### config.mk
export PLATFORM = sky130hd
export DESIGN_NAME = tt_vector_sequencer_flat
export DESIGN_NICKNAME = d
export VERILOG_FILES = /design/src/rtl/tt_vector_sequencer_if.sv /design/src/rtl/tt_vector_sequencer.sv /design/src/flat_wrapper.sv
export SDC_FILE = /design/constraint.sdc
export NUM_CORES = 1
export LEC_CHECK = 0
export ABC_CLOCK_PERIOD_IN_PS = 4600
export CAP_MARGIN = 15
export CORE_MARGIN = 2
export CORE_UTILIZATION = 63
export CTS_CLUSTER_DIAMETER = 30
export DETAILED_ROUTE_END_ITERATION = 10
export PLACE_DENSITY = 0.85
export SLEW_MARGIN = 30
export SYNTH_ARGS = -nofsm -noshare
export SYNTH_HDL_FRONTEND = slang
export SYNTH_SLANG_ARGS = --single-unit
### constraint.sdc
create_clock -name clk -period 4.6 [get_ports clk]
set_input_delay 0.46 -clock clk [delete_from_list [all_inputs] [get_ports clk]]
set_output_delay 0.46 -clock clk [all_outputs]
set_load 0.1 [all_outputs]
### src/rtl/tt_vector_sequencer_if.sv
// Host-side vector port of the sequencer: one stim/expected/mask triple per
// valid/ready handshake.
interface tt_vector_sequencer_if #(
  parameter int unsigned WIDTH = 8
);
  logic             vec_valid;
  logic             vec_ready;
  logic [WIDTH-1:0] vec_stim;
  logic [WIDTH-1:0] vec_exp;
  logic [WIDTH-1:0] vec_mask;

  modport master (
    output vec_valid,
    output vec_stim,
    output vec_exp,
    output vec_mask,
    input  vec_ready
  );

  modport slave (
    input  vec_valid,
    input  vec_stim,
    input  vec_exp,
    input  vec_mask,
    output vec_ready
  );
endinterface

### src/rtl/tt_vector_sequencer.sv
// Buffers host test vectors, plays them onto the DUT pins one per cycle and
// checks the DUT response LATENCY edges later against a masked expectation.
module tt_vector_sequencer #(
  parameter int unsigned WIDTH   = 8,
  parameter int unsigned DEPTH   = 16,
  parameter int unsigned LATENCY = 1,
  parameter int unsigned CNT_W   = 16
) (
  input  logic                     clk,
  input  logic                     rst,
  tt_vector_sequencer_if.slave     host,
  input  logic                     start,
  output logic [WIDTH-1:0]         dut_in,
  input  logic [WIDTH-1:0]         dut_out,
  output logic                     busy,
  output logic                     done,
  output logic                     pass,
  output logic [CNT_W-1:0]         err_count,
  output logic [CNT_W-1:0]         first_err_idx,
  output logic [WIDTH-1:0]         first_err_got,
  output logic [$clog2(DEPTH):0]   level
);
  localparam int unsigned AW = $clog2(DEPTH);
  localparam int unsigned LW = AW + 1;

  typedef struct packed {
    logic [WIDTH-1:0] stim;
    logic [WIDTH-1:0] exp;
    logic [WIDTH-1:0] mask;
  } vec_t;

  typedef struct packed {
    logic             valid;
    logic [WIDTH-1:0] exp;
    logic [WIDTH-1:0] mask;
    logic [CNT_W-1:0] idx;
  } slot_t;

  typedef enum logic [1:0] {IDLE, RUN, DRAIN} state_t;

  state_t           state;
  vec_t             mem [DEPTH];
  logic [AW-1:0]    wr_ptr;
  logic [AW-1:0]    rd_ptr;
  logic [CNT_W-1:0] idx;
  slot_t            dl [LATENCY];

  logic             push;
  logic             pop;
  logic             go;
  logic             fin;
  logic             last_pop;
  logic             inflight;
  logic             mismatch;
  logic             busy_nxt;
  logic [LATENCY-1:0] dl_valid;
  logic [LATENCY-1:0] dl_upper;
  logic [LW-1:0]    level_nxt;
  logic [CNT_W-1:0] err_nxt;
  vec_t             rd_vec;
  slot_t            head;

  assign push      = host.vec_valid & host.vec_ready;
  assign go        = (state == IDLE) & start;
  assign pop       = (state == RUN) & (level != '0);
  assign last_pop  = pop & (level == LW'(1));
  assign rd_vec    = mem[rd_ptr];
  assign head      = dl[LATENCY-1];
  assign level_nxt = level + LW'(push) - LW'(pop);
  assign busy_nxt  = go | (busy & ~fin);

  always_comb begin
    dl_valid = '0;
    for (int i = 0; i < int'(LATENCY); i++) dl_valid[i] = dl[i].valid;
  end

  // Anything still in flight behind the slot being compared this edge.
  assign dl_upper = dl_valid << 1;
  assign inflight = |dl_upper;
  assign fin      = (state == DRAIN) & ~inflight;

  assign mismatch = head.valid & (|((dut_out ^ head.exp) & head.mask));
  assign err_nxt  = (mismatch && (err_count != '1)) ? err_count + CNT_W'(1) : err_count;

  // Vector storage; contents are don't-care until written.
  always_ff @(posedge clk) begin
    if (push) mem[wr_ptr] <= '{stim: host.vec_stim, exp: host.vec_exp, mask: host.vec_mask};
  end

  always_ff @(posedge clk) begin
    if (rst) begin
      state          <= IDLE;
      wr_ptr         <= '0;
      rd_ptr         <= '0;
      level          <= '0;
      idx            <= '0;
      dut_in         <= '0;
      busy           <= 1'b0;
      done           <= 1'b0;
      pass           <= 1'b0;
      err_count      <= '0;
      first_err_idx  <= '0;
      first_err_got  <= '0;
      host.vec_ready <= 1'b1;
      for (int i = 0; i < int'(LATENCY); i++) dl[i] <= '0;
    end else begin
      done           <= 1'b0;
      level          <= level_nxt;
      busy           <= busy_nxt;
      host.vec_ready <= ~busy_nxt & (level_nxt != LW'(DEPTH));

      if (push) wr_ptr <= wr_ptr + AW'(1);

      if (pop) begin
        rd_ptr <= rd_ptr + AW'(1);
        dut_in <= rd_vec.stim;
        idx    <= idx + CNT_W'(1);
        dl[0]  <= '{valid: 1'b1, exp: rd_vec.exp, mask: rd_vec.mask, idx: idx};
      end else begin
        dl[0]  <= '0;
      end
      for (int i = 1; i < int'(LATENCY); i++) dl[i] <= dl[i-1];

      // The first mismatch is the one seen while the counter is still zero.
      if (mismatch) begin
        err_count <= err_nxt;
        if (err_count == '0) begin
          first_err_idx <= head.idx;
          first_err_got <= dut_out;
        end
      end

      case (state)
        IDLE: begin
          if (start) begin
            state         <= (level_nxt == '0) ? DRAIN : RUN;
            err_count     <= '0;
            first_err_idx <= '0;
            first_err_got <= '0;
            pass          <= 1'b0;
            idx           <= '0;
          end
        end
        RUN: begin
          if (last_pop) state <= DRAIN;
        end
        DRAIN: begin
          if (fin) begin
            state <= IDLE;
            done  <= 1'b1;
            pass  <= (err_nxt == '0);
          end
        end
        default: state <= IDLE;
      endcase
    end
  end
endmodule

### src/flat_wrapper.sv
// flat-port wrapper written by rule: the top's interface ports become plain ports
module tt_vector_sequencer_flat 
#(
  parameter int unsigned WIDTH   = 8,
  parameter int unsigned DEPTH   = 16,
  parameter int unsigned LATENCY = 1,
  parameter int unsigned CNT_W   = 16
)
  (clk, rst, start, dut_in, dut_out, busy, done, pass, err_count, first_err_idx, first_err_got, level, host_vec_valid, host_vec_stim, host_vec_exp, host_vec_mask, host_vec_ready);
  tt_vector_sequencer_if #(.WIDTH(WIDTH)) host_i ();
  input  logic clk;
  input  logic rst;
  input  logic start;
  output logic [WIDTH-1:0] dut_in;
  input  logic [WIDTH-1:0] dut_out;
  output logic busy;
  output logic done;
  output logic pass;
  output logic [CNT_W-1:0] err_count;
  output logic [CNT_W-1:0] first_err_idx;
  output logic [WIDTH-1:0] first_err_got;
  output logic [$clog2(DEPTH):0] level;
  input wire logic [$bits(host_i.vec_valid)-1:0] host_vec_valid;
  input wire logic [$bits(host_i.vec_stim)-1:0] host_vec_stim;
  input wire logic [$bits(host_i.vec_exp)-1:0] host_vec_exp;
  input wire logic [$bits(host_i.vec_mask)-1:0] host_vec_mask;
  output wire logic [$bits(host_i.vec_ready)-1:0] host_vec_ready;
  assign host_i.vec_valid = host_vec_valid;
  assign host_i.vec_stim = host_vec_stim;
  assign host_i.vec_exp = host_vec_exp;
  assign host_i.vec_mask = host_vec_mask;
  assign host_vec_ready = host_i.vec_ready;
  tt_vector_sequencer #(.WIDTH(WIDTH), .DEPTH(DEPTH), .LATENCY(LATENCY), .CNT_W(CNT_W)) u_core (.clk(clk), .rst(rst), .host(host_i), .start(start), .dut_in(dut_in), .dut_out(dut_out), .busy(busy), .done(done), .pass(pass), .err_count(err_count), .first_err_idx(first_err_idx), .first_err_got(first_err_got), .level(level));
endmodule
==> out/qor.csv, run 1 <==
stage,metric,value,unit
setup_path,r2r worst-path depth,10,
yosys,#FFs+latches synth,504,
die,die height,181,um
setup_path,Stages on worst setup path,10,
timing,setup TNS,0,ns
setup_path,CP arrival,3.60,ns
yosys,mapped cell area,19600,um^2
global_route,All-Layer GR Usage,29.8,%
pwr,Pwr Density,586,nW/um^2
final_layout,fraction of layout cells with a size suffix above 1,23.9,%
yosys,Synth Warn #,0,
die,Die Area,32600,um^2
final_layout,Nets,1309,
clocking,root buffer cell,clkbuf_16,
timing,setup repair after global routing missed its margin,false,
clocking,post_cts resized,0,
clocking,CTS sink cnt,504,
yosys,Syn Inst Count,1087,
route,drt pass-1 iters,7,
yosys,ranking of synthesized cells by area,"edfxtp_1, mux4_2, dfxtp_1, nor2_1, nand2_1",
yosys,Synth Flop Type,edfxtp_1,
timing,"Period Utilization, post-route",67.6,%
yosys,Synth cell types,53,
yosys,mean area per synthesized cell,18.1,um^2
hold_path,Hold Crit Class,reg -> reg,
global_route,vias in the first global route,11500,
clocking,Worst-path clk slew,0.06,ns
setup_path,FF-to-FF End,u_core.state[1],
pwr,PnR Total Power,14.1,mW
setup_path,worst reg2reg setup slack,1.49,ns
run,MaxCap Viol Count,0,
yosys,Yosys top cell by area,edfxtp_1,
global_route,global-route wire length before repair,71.7,mm
setup_path,CP endpoint kind,flop,
final_layout,register area,14300,um^2
timing,relative slew slack,30.2,%
setup_path,"Top cell by count, worst path",ha_1,
yosys,register area share after synthesis,72.6,%
pwr,Peak VDD IR,0.523,mV
yosys,top-count cell post-synth,edfxtp_1,
final_layout,Area growth syn-to-layout,22.7,%
die,Initial Utilization,64.0,%
route,number of remaining DRC errors,0,
clocking,Clock Tree Buf Depth,3,
yosys,fraction of registers with async set/reset,0,%
final_layout,Multi-input gate area,5230,um^2
yosys,synth cell count leaders,"edfxtp_1, mux4_2, dfxtp_1, nor2_1, nand2_1",
die,Die X-Extent,181,um
route,Routed WL,47.4,mm
yosys,area share of the largest cell type after synthesis,63.8,%
route,metal3 WL,3.77,mm
timing,Layout Skew,0.0402,ns
timing,final count of hold timing violations,0,
setup_path,required time worst endpoint,5.10,ns
route,post-route ant nets,0,
setup_path,Crit path max-delay family,adder cells,
setup_path,critical-path maximum fanout,3,
die,I/O Pins,93,
timing,max-slew violations,0,
clocking,TritonCTS clock tree,built,
setup_path,Setup CP Type,reg -> reg,
setup_path,WP buf/inv,2,
hold_path,hold endpoint,u_core.first_err_idx[14],
clocking,H-tree Lvls,3,
placement,placer congestion estimate,0.848,
pwr,P_leak,8.08,nW
placement,port buffer count,92,
placement,HPWL Detailed,24.2,mm
setup_path,Worst Setup Start Kind,flop,
timing,Final setup viols,0,
timing,Final Critical Period,3.11,ns
global_route,initial antenna violation count,2,
outcome,run status,"finished, final reports clean",
route,met2 WL,24.1,mm
timing,fmax,0.322,GHz
hold_path,Hold Crit Start,u_core.first_err_idx[14],
route,wl on met1,17.7,mm
final_layout,Final Non-Filler Cells,1720,
global_route,largest net degree at the start of global routing,60,
route,uppermost layer routed,met5,
clocking,Worst-Skew Late Latency,0.60,ns
global_route,gr ovfl total,0,
die,row cnt,64,
final_layout,# fillers,1452,
die,core area,30700,um^2
clocking,CTS Hold Bufs,0,
route,DR vias,11100,
route,Avg WL per Cell,27.5,um
yosys,"EDFF count, synth",417,
clocking,Post-CTS Setup Repair Bufs,0,
clocking,clock buffer count from CTS,80,
setup_path,cells along the critical path,inv_1 -> ha_1 -> a311oi_4 -> ha_1 -> inv_1 -> ha_1 -> fa_1 -> nor4_1 -> nand2_1 -> a221oi_1,
hold_path,hold path depth,2,
final_layout,antenna cells,0,
route,Via density,6.47,
placement,dpl cells,1572,
route,DR iter-0 viols,1458,
setup_path,FF-to-FF Start,u_core.level[2],
setup_path,crit-path max cell delay,0.48,ns
timing,Least-Margin Pin Slew,1.04,ns
setup_path,Crit-path slowest cell,fa_1,
==> worst max-delay path by stage <==
| stage | from | to | slack [ns] |
|---|---|---|---|
| 6_report | u_core.level[2] | u_core.state[1] | 1.49 |
| 5_1_grt | u_core.level[2] | u_core.state[1] | 1.29 |
| 3_5_place_dp | dut_out[0] | u_core.pass | 1.38 |
| 2_1_floorplan | u_core.level[2] | u_core.state[1] | 0.86 |
| 4_1_cts | u_core.level[2] | u_core.state[1] | 1.51 |
| 3_3_place_gp | dut_out[7] | u_core.pass | 1.41 |
==> state kept, by name (all words and copies together), names as in the netlist, 2 cells and up, named ones only <==
name	count
u_core.wr_ptr	4
u_core.state	2
u_core.rd_ptr	4
u_core.err_count	16
u_core.level	5
u_core.dut_in	8
u_core.mem	384
u_core.idx	16
u_core.first_err_got	8
u_core.first_err_idx	16
u_core.dl	33
==> routing by layer <==
metal  GRT usage (%)  vias to the layer above
li1                -                     4593
met1            39.6                     5699
met2            49.2                      691
met3            5.94                      137
met4            12.2                        2
met5               0                        -
==> layout by cell type, fill, tap and decap left out, types with 4 or more instances in the layout <==
cell,instances
clkinvlp_4,4
xor2_1,32
a22oi_1,4
inv_1,15
clkbuf_8,6
nand2_1,77
and3_1,38
clkdlybuf4s50_1,92
edfxtp_1,417
clkinv_4,11
mux2i_1,13
nor4_1,5
clkbuf_16,81
clkinv_1,7
buf_4,22
mux4_2,120
nor3_2,4
clkinv_8,5
clkbuf_1,4
nand4_1,15
nor2_1,66
conb_1,33
dfxtp_1,84
and2_1,5
nor2_2,12
buf_12,4
clkinv_2,5
nand3_1,11
a21oi_1,30
nor3_1,6
xnor2_1,18
inv_6,9
ha_1,14
bufinv_16,10
==> power breakdown <==
| part | internal [mW] | switching, mW | total [mW] | leakage [nW] |
|---|---|---|---|---|
| registers | 5.17 | 0.219 | 5.39 | 4.51 |
| clock network | 3.97 | 2.33 | 6.31 | 1.39 |
| logic | 1.01 | 1.41 | 2.42 | 2.18 |
| total | 10.2 | 3.97 | 14.1 | 8.08 |
==> cell families after synthesis <==
family                   after synthesis  synth area share [%]
flip-flops                           504                  72.6
AND/OR/NAND/NOR                      254                  6.17
multiplexers                         133                  14.4
buffers and inverters                 76                  1.64
AO/OA/AOI/OAI                         54                  1.89
XOR/XNOR                              50                  2.23
adder cells (fa/ha/maj)               15                 0.994
other                                  1                0.0191
==> final cells by class <==
| class | instances | area share, % |
|---|---|---|
| flip-flops and latches | 504 | 59.2 |
| multi-input cells | 539 | 21.7 |
| clock buffers | 91 | 8.81 |
| repair buffers | 118 | 4.84 |
| clock inverters | 57 | 3.12 |
| well taps | 396 | 2.06 |
| inverters | 15 | 0.234 |
==> through the flow <==
step                      instance area (um^2)  worst slack, ns  utilization [%]  hold WS [ns]
after floorplan                          19800            0.865                -         0.466
after global placement                   21200             1.41             69.2         0.437
after detailed placement                 21200             1.38             69.2         0.444
after CTS                                24100             1.51             78.6         0.451
after global routing                     24100             1.29             78.6         0.481
final                                    24100             1.49             78.6         0.450
==> worst register-to-register path, delay by kind of cell, from the launching register on <==
family	cells	cell delay (ns)
buffers and inverters	2	0.16
adders and majority gates	4	1.23
DFF	1	0.40
and+or+nand+nor	2	0.61
AOI/OAI and AO/OA	2	0.60
(Power assumes the default switching activity.)
==> run 2, diff against run 1 <==
--- a/config.mk
+++ b/config.mk
@@ -5,13 +5,13 @@
 export SDC_FILE = /design/constraint.sdc
 export NUM_CORES = 1
 export LEC_CHECK = 0
-export ABC_CLOCK_PERIOD_IN_PS = 4600
+export ABC_CLOCK_PERIOD_IN_PS = 3070
 export CAP_MARGIN = 15
 export CORE_MARGIN = 2
-export CORE_UTILIZATION = 63
+export CORE_UTILIZATION = 60
 export CTS_CLUSTER_DIAMETER = 30
 export DETAILED_ROUTE_END_ITERATION = 10
-export PLACE_DENSITY = 0.85
+export PLACE_DENSITY = 0.81
 export SLEW_MARGIN = 30
 export SYNTH_ARGS = -nofsm -noshare
 export SYNTH_HDL_FRONTEND = slang
==> constraint.sdc (replaced) <==
create_clock -name clk -period 3.07 [get_ports clk]
set_input_delay 0.307 -clock clk [delete_from_list [all_inputs] [get_ports clk]]
set_output_delay 0.307 -clock clk [all_outputs]
set_load 0.1 [all_outputs]
==> run 2 against run 1 <==
Against the previous run: via count shrank 1.9%; sequential cell count is the same; non-clock buffer count increased by 18; final cell count up 5.1%; setup slack worse by 1.2 ns; register-to-register slack lost 1.2 ns; power rose by 57%; fmax grew 11%; sequential power is 48% higher; largest power group unchanged.
==> out/qor.csv, run 2 (synthesized netlist as in run 1, its figures left out) <==
stage,metric,value,unit,change
timing,setup TNS,0,ns,unchanged
route,wl on met1,17.0,mm,was 17.7 mm
pwr,Peak VDD IR,0.594,mV,was 0.523 mV
clocking,CTS Hold Bufs,0,,unchanged
timing,Least-Margin Pin Slew,1.01,ns,was 1.04 ns
route,drt pass-1 iters,5,,was 7
timing,Final setup viols,0,,unchanged
global_route,global-route wire length before repair,68.4,mm,was 71.7 mm
setup_path,critical-path maximum fanout,3,,unchanged
final_layout,Largest Register,u_core.mem,,unchanged
setup_path,required time worst endpoint,3.55,ns,was 5.10 ns
pwr,Sw Ratio,26.4,%,was 28.1%
timing,max-slew violations,0,,unchanged
final_layout,Largest regs,"u_core.mem x384, u_core.dl x33",,unchanged
final_layout,Nets,1338,,was 1309
pwr,Clk pwr share,47.1,%,was 44.7%
final_layout,final core utilization,76.3,%,was 78.6%
route,metal3 WL,3.99,mm,was 3.77 mm
pwr,P_sw,5.85,mW,was 3.97 mW
die,Die Area,34200,um^2,was 32600 um^2
route,post-route ant nets,0,,unchanged
setup_path,CP endpoint kind,flop,,unchanged
run,MaxCap Viol Count,0,,unchanged
route,Via density,6.04,,was 6.47
placement,port buffer count,92,,unchanged
final_layout,"commonest cells after routing, fill and taps aside","edfxtp_1, mux4_2, clkbuf_16",,"was edfxtp_1, mux4_2, clkdlybuf4s50_1"
clocking,H-tree Lvls,3,,unchanged
hold_path,Hold Crit Class,in -> reg,,was reg -> reg
setup_path,CP arrival,3.27,ns,was 3.60 ns
die,Die X-Extent,185,um,was 181 um
pwr,logic gate share of total power,17.0,%,was 17.2%
final_layout,max FFs per register,384,,unchanged
outcome,run status,"finished, final reports clean",,unchanged
die,core area,32400,um^2,was 30700 um^2
clocking,root buffer cell,clkbuf_16,,unchanged
timing,"Period Utilization, post-route",91.0,%,was 67.6%
die,row cnt,66,,was 64
timing,setup repair after global routing missed its margin,false,,unchanged
die,I/O Pins,93,,unchanged
setup_path,Setup CP Type,reg -> reg,,unchanged
clocking,Worst-Skew Late Latency,0.61,ns,was 0.60 ns
route,DR vias,10900,,was 11100
hold_path,hold path depth,3,,was 2
placement,placer congestion estimate,0.895,,was 0.848
timing,Final Critical Period,2.79,ns,was 3.11 ns
clocking,TritonCTS clock tree,built,,unchanged
timing,fmax,0.358,GHz,was 0.322 GHz
pwr,Flop pwr share,36.0,%,was 38.2%
route,Avg WL per Cell,25.4,um,was 27.5 um
clocking,Worst-path clk slew,0.04,ns,was 0.06 ns
pwr,Pwr Density,899,nW/um^2,was 586 nW/um^2
timing,final worst slack,0.276,ns,was 1.49 ns
route,Routed WL,45.9,mm,was 47.4 mm
global_route,vias in the first global route,11400,,was 11500
clocking,Clock Tree Buf Depth,3,,unchanged
die,Initial Utilization,60.7,%,was 64.0%
setup_path,r2r worst-path depth,13,,was 10
die,die height,185,um,was 181 um
global_route,All-Layer GR Usage,27.8,%,was 29.8%
global_route,initial antenna violation count,2,,unchanged
timing,final count of hold timing violations,0,,unchanged
placement,Place WS,0.306,ns,was 1.38 ns
clocking,CTS sink cnt,504,,unchanged
global_route,gr ovfl total,0,,unchanged
clocking,clock buffer count from CTS,91,,was 80
timing,Layout Skew,0.0298,ns,was 0.0402 ns
timing,relative slew slack,32.6,%,was 30.2%
final_layout,Area growth syn-to-layout,25.7,%,was 22.7%
route,DR iter-0 viols,1099,,was 1458
route,met2 WL,23.3,mm,was 24.1 mm
route,uppermost layer routed,met4,,was met5
setup_path,Worst Setup Start Kind,flop,,unchanged
pwr,P_leak,8.39,nW,was 8.08 nW
final_layout,fraction of layout cells with a size suffix above 1,27.3,%,was 23.9%
placement,HPWL Detailed,24.1,mm,was 24.2 mm
final_layout,"most common cell after layout, fill and taps aside",edfxtp_1,,unchanged
global_route,largest net degree at the start of global routing,58,,was 60
route,number of remaining DRC errors,0,,unchanged
pwr,P_int,16.3,mW,was 10.2 mW
==> run 2: cell count changes in the layout (fill, tap and decap cells not counted), sizes merged <==
cell / before / now
clkbuf: 91 / 113
diode: 0 / 1
bufinv: 10 / 16
inv: 28 / 19
clkinvlp: 4 / 7
buf: 26 / 65
clkdlybuf4s50: 92 / 71
==> run 2: path summary, 6_finish.rpt <==
check,slack (ns),startpoint,end
worst max-delay path,0.28,u_core.level[2],u_core.state[1]
worst min-delay path,0.35,dut_out[4],u_core.first_err_got[4]
worst max register to register,0.28,u_core.level[2],u_core.state[1]
worst min register to register,0.45,u_core.first_err_got[0],u_core.first_err_got[0]
==> run 2: layout make-up <==
type                    instances  area (um^2)
well taps                     442          553
repair buffers                136         1270
multi-input cells             539         5270
inverters                      15         56.3
diodes                          1         2.50
clock buffers                 113         2450
fillers                      1715         7680
clock inverters                57          796
flip-flops and latches        504        14300
==> run 2: metal layers <==
metal | vias to the layer above | GRT usage [%]
met5 | - | 0
met4 | 0 | 12.2
met3 | 116 | 6.72
met2 | 618 | 46.6
met1 | 5517 | 34.7
li1 | 4663 | -
==> run 2: repair_timing <==
action | 4_1_cts | 5_1_grt
buffers inserted | 0 | 0
gates resized for setup | 0 | 1
endpoints found under the setup margin | 0 | 1
==> run 2: critical path, cell delays in order (launching register included) <==
cell	delay (ns)
dfxtp_4	0.34
inv_1	0.08
ha_1	0.23
a311oi_4	0.12
ha_1	0.29
inv_1	0.04
ha_1	0.21
fa_1	0.44
a21oi_1	0.17
nor2_1	0.06
nor2_1	0.12
xnor2_1	0.16
nand2_1	0.12
a221oi_1	0.33
==> run 2: per-stage QoR <==
stage / power [mW] / hold WS, ns / std cells / area, um^2
2_1_floorplan: 10.8 / 0.371 / 1119 / 19800
3_3_place_gp: 11.7 / 0.438 / 1636 / 21400
3_5_place_dp: 11.8 / 0.445 / 1636 / 21400
4_1_cts: 22.3 / 0.329 / 1806 / 24700
5_1_grt: 22.9 / 0.340 / 1807 / 24700
6_report: 22.2 / 0.349 / 1807 / 24700
==> run 2: power groups by stage <==
| stage | Combinational [mW] | Sequential (mW) | Clock (mW) |
|---|---|---|---|
| final | 3.77 | 7.98 | 10.4 |
| after global routing | 4.01 | 8.00 | 10.9 |
| after floorplan | 2.15 | 8.68 | 0 |
| after detailed placement | 3.69 | 8.08 | 0 |
| after global placement | 3.61 | 8.05 | 0 |
| after CTS | 3.77 | 7.98 | 10.6 |
==> run 3, diff against run 2 <==
--- a/config.mk
+++ b/config.mk
@@ -11,7 +11,7 @@
 export CORE_UTILIZATION = 60
 export CTS_CLUSTER_DIAMETER = 30
 export DETAILED_ROUTE_END_ITERATION = 10
-export PLACE_DENSITY = 0.81
+export PLACE_DENSITY = 0.79
 export SLEW_MARGIN = 30
 export SYNTH_ARGS = -nofsm -noshare
 export SYNTH_HDL_FRONTEND = slang
==> run 3 against run 2 <==
Against the previous run: clock power fell by 5%; utilization fell by 0.38 points; final cell count fell by 0.50%; sequential cell count did not move; routed wire length fell by 4.7%; register-to-register slack barely moved; first-iteration DRC count fell by 24%; cell area fell by 0.50%; setup slack improved by 0.0036 ns; sequential power barely moved; power fell by 2.6%; critical endpoint unchanged.
==> out/qor.csv, run 3 (synthesized netlist as in run 1, its figures left out) <==
stage,metric,value,unit,change
global_route,largest net degree at the start of global routing,53,,was 58
route,met2 WL,22.8,mm,was 23.3 mm
route,number of remaining DRC errors,0,,unchanged
clocking,root buffer cell,clkbuf_16,,unchanged
route,wl on met1,16.9,mm,was 17.0 mm
placement,port buffer count,92,,unchanged
global_route,vias in the first global route,11000,,was 11400
route,drt pass-1 iters,5,,unchanged
clocking,H-tree Lvls,3,,unchanged
die,Initial Utilization,60.7,%,unchanged
placement,placer congestion estimate,0.888,,was 0.895
timing,Layout Skew,0.0251,ns,was 0.0298 ns
placement,Place WS,0.310,ns,was 0.306 ns
setup_path,CP endpoint kind,flop,,unchanged
clocking,clock buffer count from CTS,84,,was 91
clocking,Worst-Skew Late Latency,0.59,ns,was 0.61 ns
global_route,gr ovfl total,0,,unchanged
die,Die Area,34200,um^2,unchanged
route,uppermost layer routed,met4,,unchanged
route,DR vias,10700,,was 10900
setup_path,crit-path max cell delay,0.43,ns,was 0.44 ns
global_route,initial antenna violation count,1,,was 2
final_layout,Area growth syn-to-layout,25.1,%,was 25.7%
final_layout,# fillers,1754,,was 1715
setup_path,r2r worst-path depth,13,,unchanged
setup_path,Crit path max-delay family,adder cells,,unchanged
setup_path,FF-to-FF End,u_core.state[1],,unchanged
setup_path,critical path capture point,u_core.state[1],,unchanged
pwr,Pwr Density,880,nW/um^2,was 899 nW/um^2
clocking,post_cts resized,0,,unchanged
final_layout,Largest Register,u_core.mem,,unchanged
setup_path,worst reg2reg setup slack,0.28,ns,about the same
setup_path,FF-to-FF Start,u_core.level[2],,unchanged
route,Via density,5.95,,was 6.04
final_layout,Final Non-Filler Cells,1798,,was 1807
setup_path,critical-path maximum fanout,3,,unchanged
setup_path,"Top cell by count, worst path",ha_1,,unchanged
clocking,TritonCTS clock tree,built,,unchanged
final_layout,Multi-input gate area,5260,um^2,was 5270 um^2
pwr,P_sw,5.75,mW,was 5.85 mW
setup_path,Setup CP Type,reg -> reg,,unchanged
timing,Final setup viols,0,,unchanged
timing,final count of hold timing violations,0,,unchanged
timing,final worst slack,0.280,ns,was 0.276 ns
timing,max-slew violations,0,,unchanged
route,DR iter-0 viols,835,,was 1099
setup_path,Critical Path Source,u_core.level[2],,unchanged
hold_path,Hold Crit Class,in -> reg,,unchanged
setup_path,Worst Setup Start Kind,flop,,unchanged
timing,Least-Margin Pin Slew,0.980,ns,was 1.01 ns
pwr,P_int,15.9,mW,was 16.3 mW
timing,"Period Utilization, post-route",90.9,%,was 91.0%
pwr,Sw Ratio,26.6,%,was 26.4%
setup_path,Crit-path slowest cell,fa_1,,unchanged
final_layout,"commonest cells after routing, fill and taps aside","edfxtp_1, mux4_2, clkbuf_16",,unchanged
final_layout,Nets,1335,,was 1338
clocking,CTS Hold Bufs,0,,unchanged
clocking,Clock Tree Buf Depth,3,,unchanged
clocking,Worst-path clk slew,0.05,ns,was 0.04 ns
setup_path,cells along the critical path,inv_1 -> ha_1 -> a311oi_4 -> ha_1 -> inv_1 -> ha_1 -> fa_1 -> a21oi_1 -> nor2_1 -> nor2_1 -> xnor2_1 -> nand2_1 -> a221oi_1,,unchanged
timing,fmax,0.358,GHz,about the same
final_layout,"most common cell after layout, fill and taps aside",edfxtp_1,,unchanged
setup_path,CP arrival,3.29,ns,was 3.27 ns
die,core area,32400,um^2,unchanged
placement,HPWL Detailed,24.6,mm,was 24.1 mm
route,metal3 WL,2.82,mm,was 3.99 mm
route,Avg WL per Cell,24.3,um,was 25.4 um
final_layout,Finished Cell Area,24600,um^2,was 24700 um^2
route,Routed WL,43.7,mm,was 45.9 mm
pwr,PnR Total Power,21.6,mW,was 22.2 mW
timing,setup TNS,0,ns,unchanged
die,row cnt,66,,unchanged
pwr,Clk pwr share,45.6,%,was 47.1%
pwr,Peak VDD IR,0.558,mV,was 0.594 mV
setup_path,required time worst endpoint,3.57,ns,was 3.55 ns
run,MaxCap Viol Count,0,,unchanged
timing,Final Critical Period,2.79,ns,about the same
final_layout,antenna cells,0,,was 1
outcome,run status,"finished, final reports clean",,unchanged
placement,Placed Instance Area,21500,um^2,was 21400 um^2
global_route,global-route wire length before repair,66.2,mm,was 68.4 mm
clocking,CTS sink cnt,504,,unchanged
setup_path,WP buf/inv,2,,unchanged
pwr,Flop pwr share,36.9,%,was 36.0%
final_layout,max FFs per register,384,,unchanged
final_layout,Largest regs,"u_core.mem x384, u_core.dl x33",,unchanged
final_layout,register area,14300,um^2,unchanged
placement,dpl cells,1640,,was 1636
die,I/O Pins,93,,unchanged
timing,setup repair after global routing missed its margin,false,,unchanged
route,post-route ant nets,0,,unchanged
pwr,logic gate share of total power,17.5,%,was 17.0%
global_route,All-Layer GR Usage,26.7,%,was 27.8%
pwr,P_leak,8.33,nW,was 8.39 nW
die,die height,185,um,unchanged
setup_path,Stages on worst setup path,13,,unchanged
die,Die X-Extent,185,um,unchanged
timing,relative slew slack,34.5,%,was 32.6%
clocking,Post-CTS Setup Repair Bufs,0,,unchanged
final_layout,fraction of layout cells with a size suffix above 1,27.4,%,was 27.3%
-- run 3: cell types whose count changed in the layout (fill, tap and decap cells not counted), sizes merged --
cell,delta
diode,-1
clkbuf,-14
inv,+13
bufinv,-2
clkinvlp,-3
buf,+4
clkinv,-6
-- run 3: per-layer routing --
layer / global-route usage, % / vias to the layer above
li1: - / 4668
met3: 4.56 / 92
met4: 11.5 / 0
met5: 0 / -
met2: 45.2 / 511
met1: 34.6 / 5436
-- run 3: power groups by stage --
stage	Sequential [mW]	Combinational [mW]	Clock (mW)
floorplan	8.68	2.15	0
global placement	8.07	3.67	0
detailed placement	8.09	3.74	0
CTS	7.97	3.81	9.99
global route	8.00	4.02	10.3
finish	7.97	3.78	9.87
-- run 3: metrics by stage --
| step | hold WS [ns] | util, % |
|---|---|---|
| finish | 0.335 | 75.9 |
| global route | 0.337 | 75.9 |
| CTS | 0.318 | 75.9 |
| detailed placement | 0.443 | 66.5 |
| global placement | 0.437 | 66.5 |
| floorplan | 0.371 | - |
-- run 3: how the worst min path moves through the flow --
| stage | start | endpoint | slack [ns] | cells after the start |
|---|---|---|---|---|
| after global routing | dut_out[2] | u_core.first_err_got[2] | 0.34 | 3 |
| after floorplan | rst | u_core.level[0] | 0.37 | 1 |
| after detailed placement | u_core.first_err_got[3] | u_core.first_err_got[3] | 0.44 | 2 |
| final | dut_out[5] | u_core.first_err_got[5] | 0.33 | 3 |
| after CTS | dut_out[6] | u_core.first_err_got[6] | 0.32 | 3 |
| after global placement | u_core.first_err_got[4] | u_core.first_err_got[4] | 0.44 | 2 |
-- run 3: tightest hold or removal path, delay by kind of cell --
kind                   cells  cell delay, ns
buffers and inverters      1            0.44
AND/OR/NAND/NOR            1            0.07
AO/OA/AOI/OAI              1            0.06
-- run 3: cell type report --
type / count / share of cell area, %
Clock inverter: 59 / 3.15
Multi-Input combinational cell: 539 / 21.4
Sequential cell: 504 / 58.2
Timing Repair Buffer: 140 / 5.61
Inverter: 15 / 0.229
Tap cell: 442 / 2.25
Clock buffer: 99 / 9.17
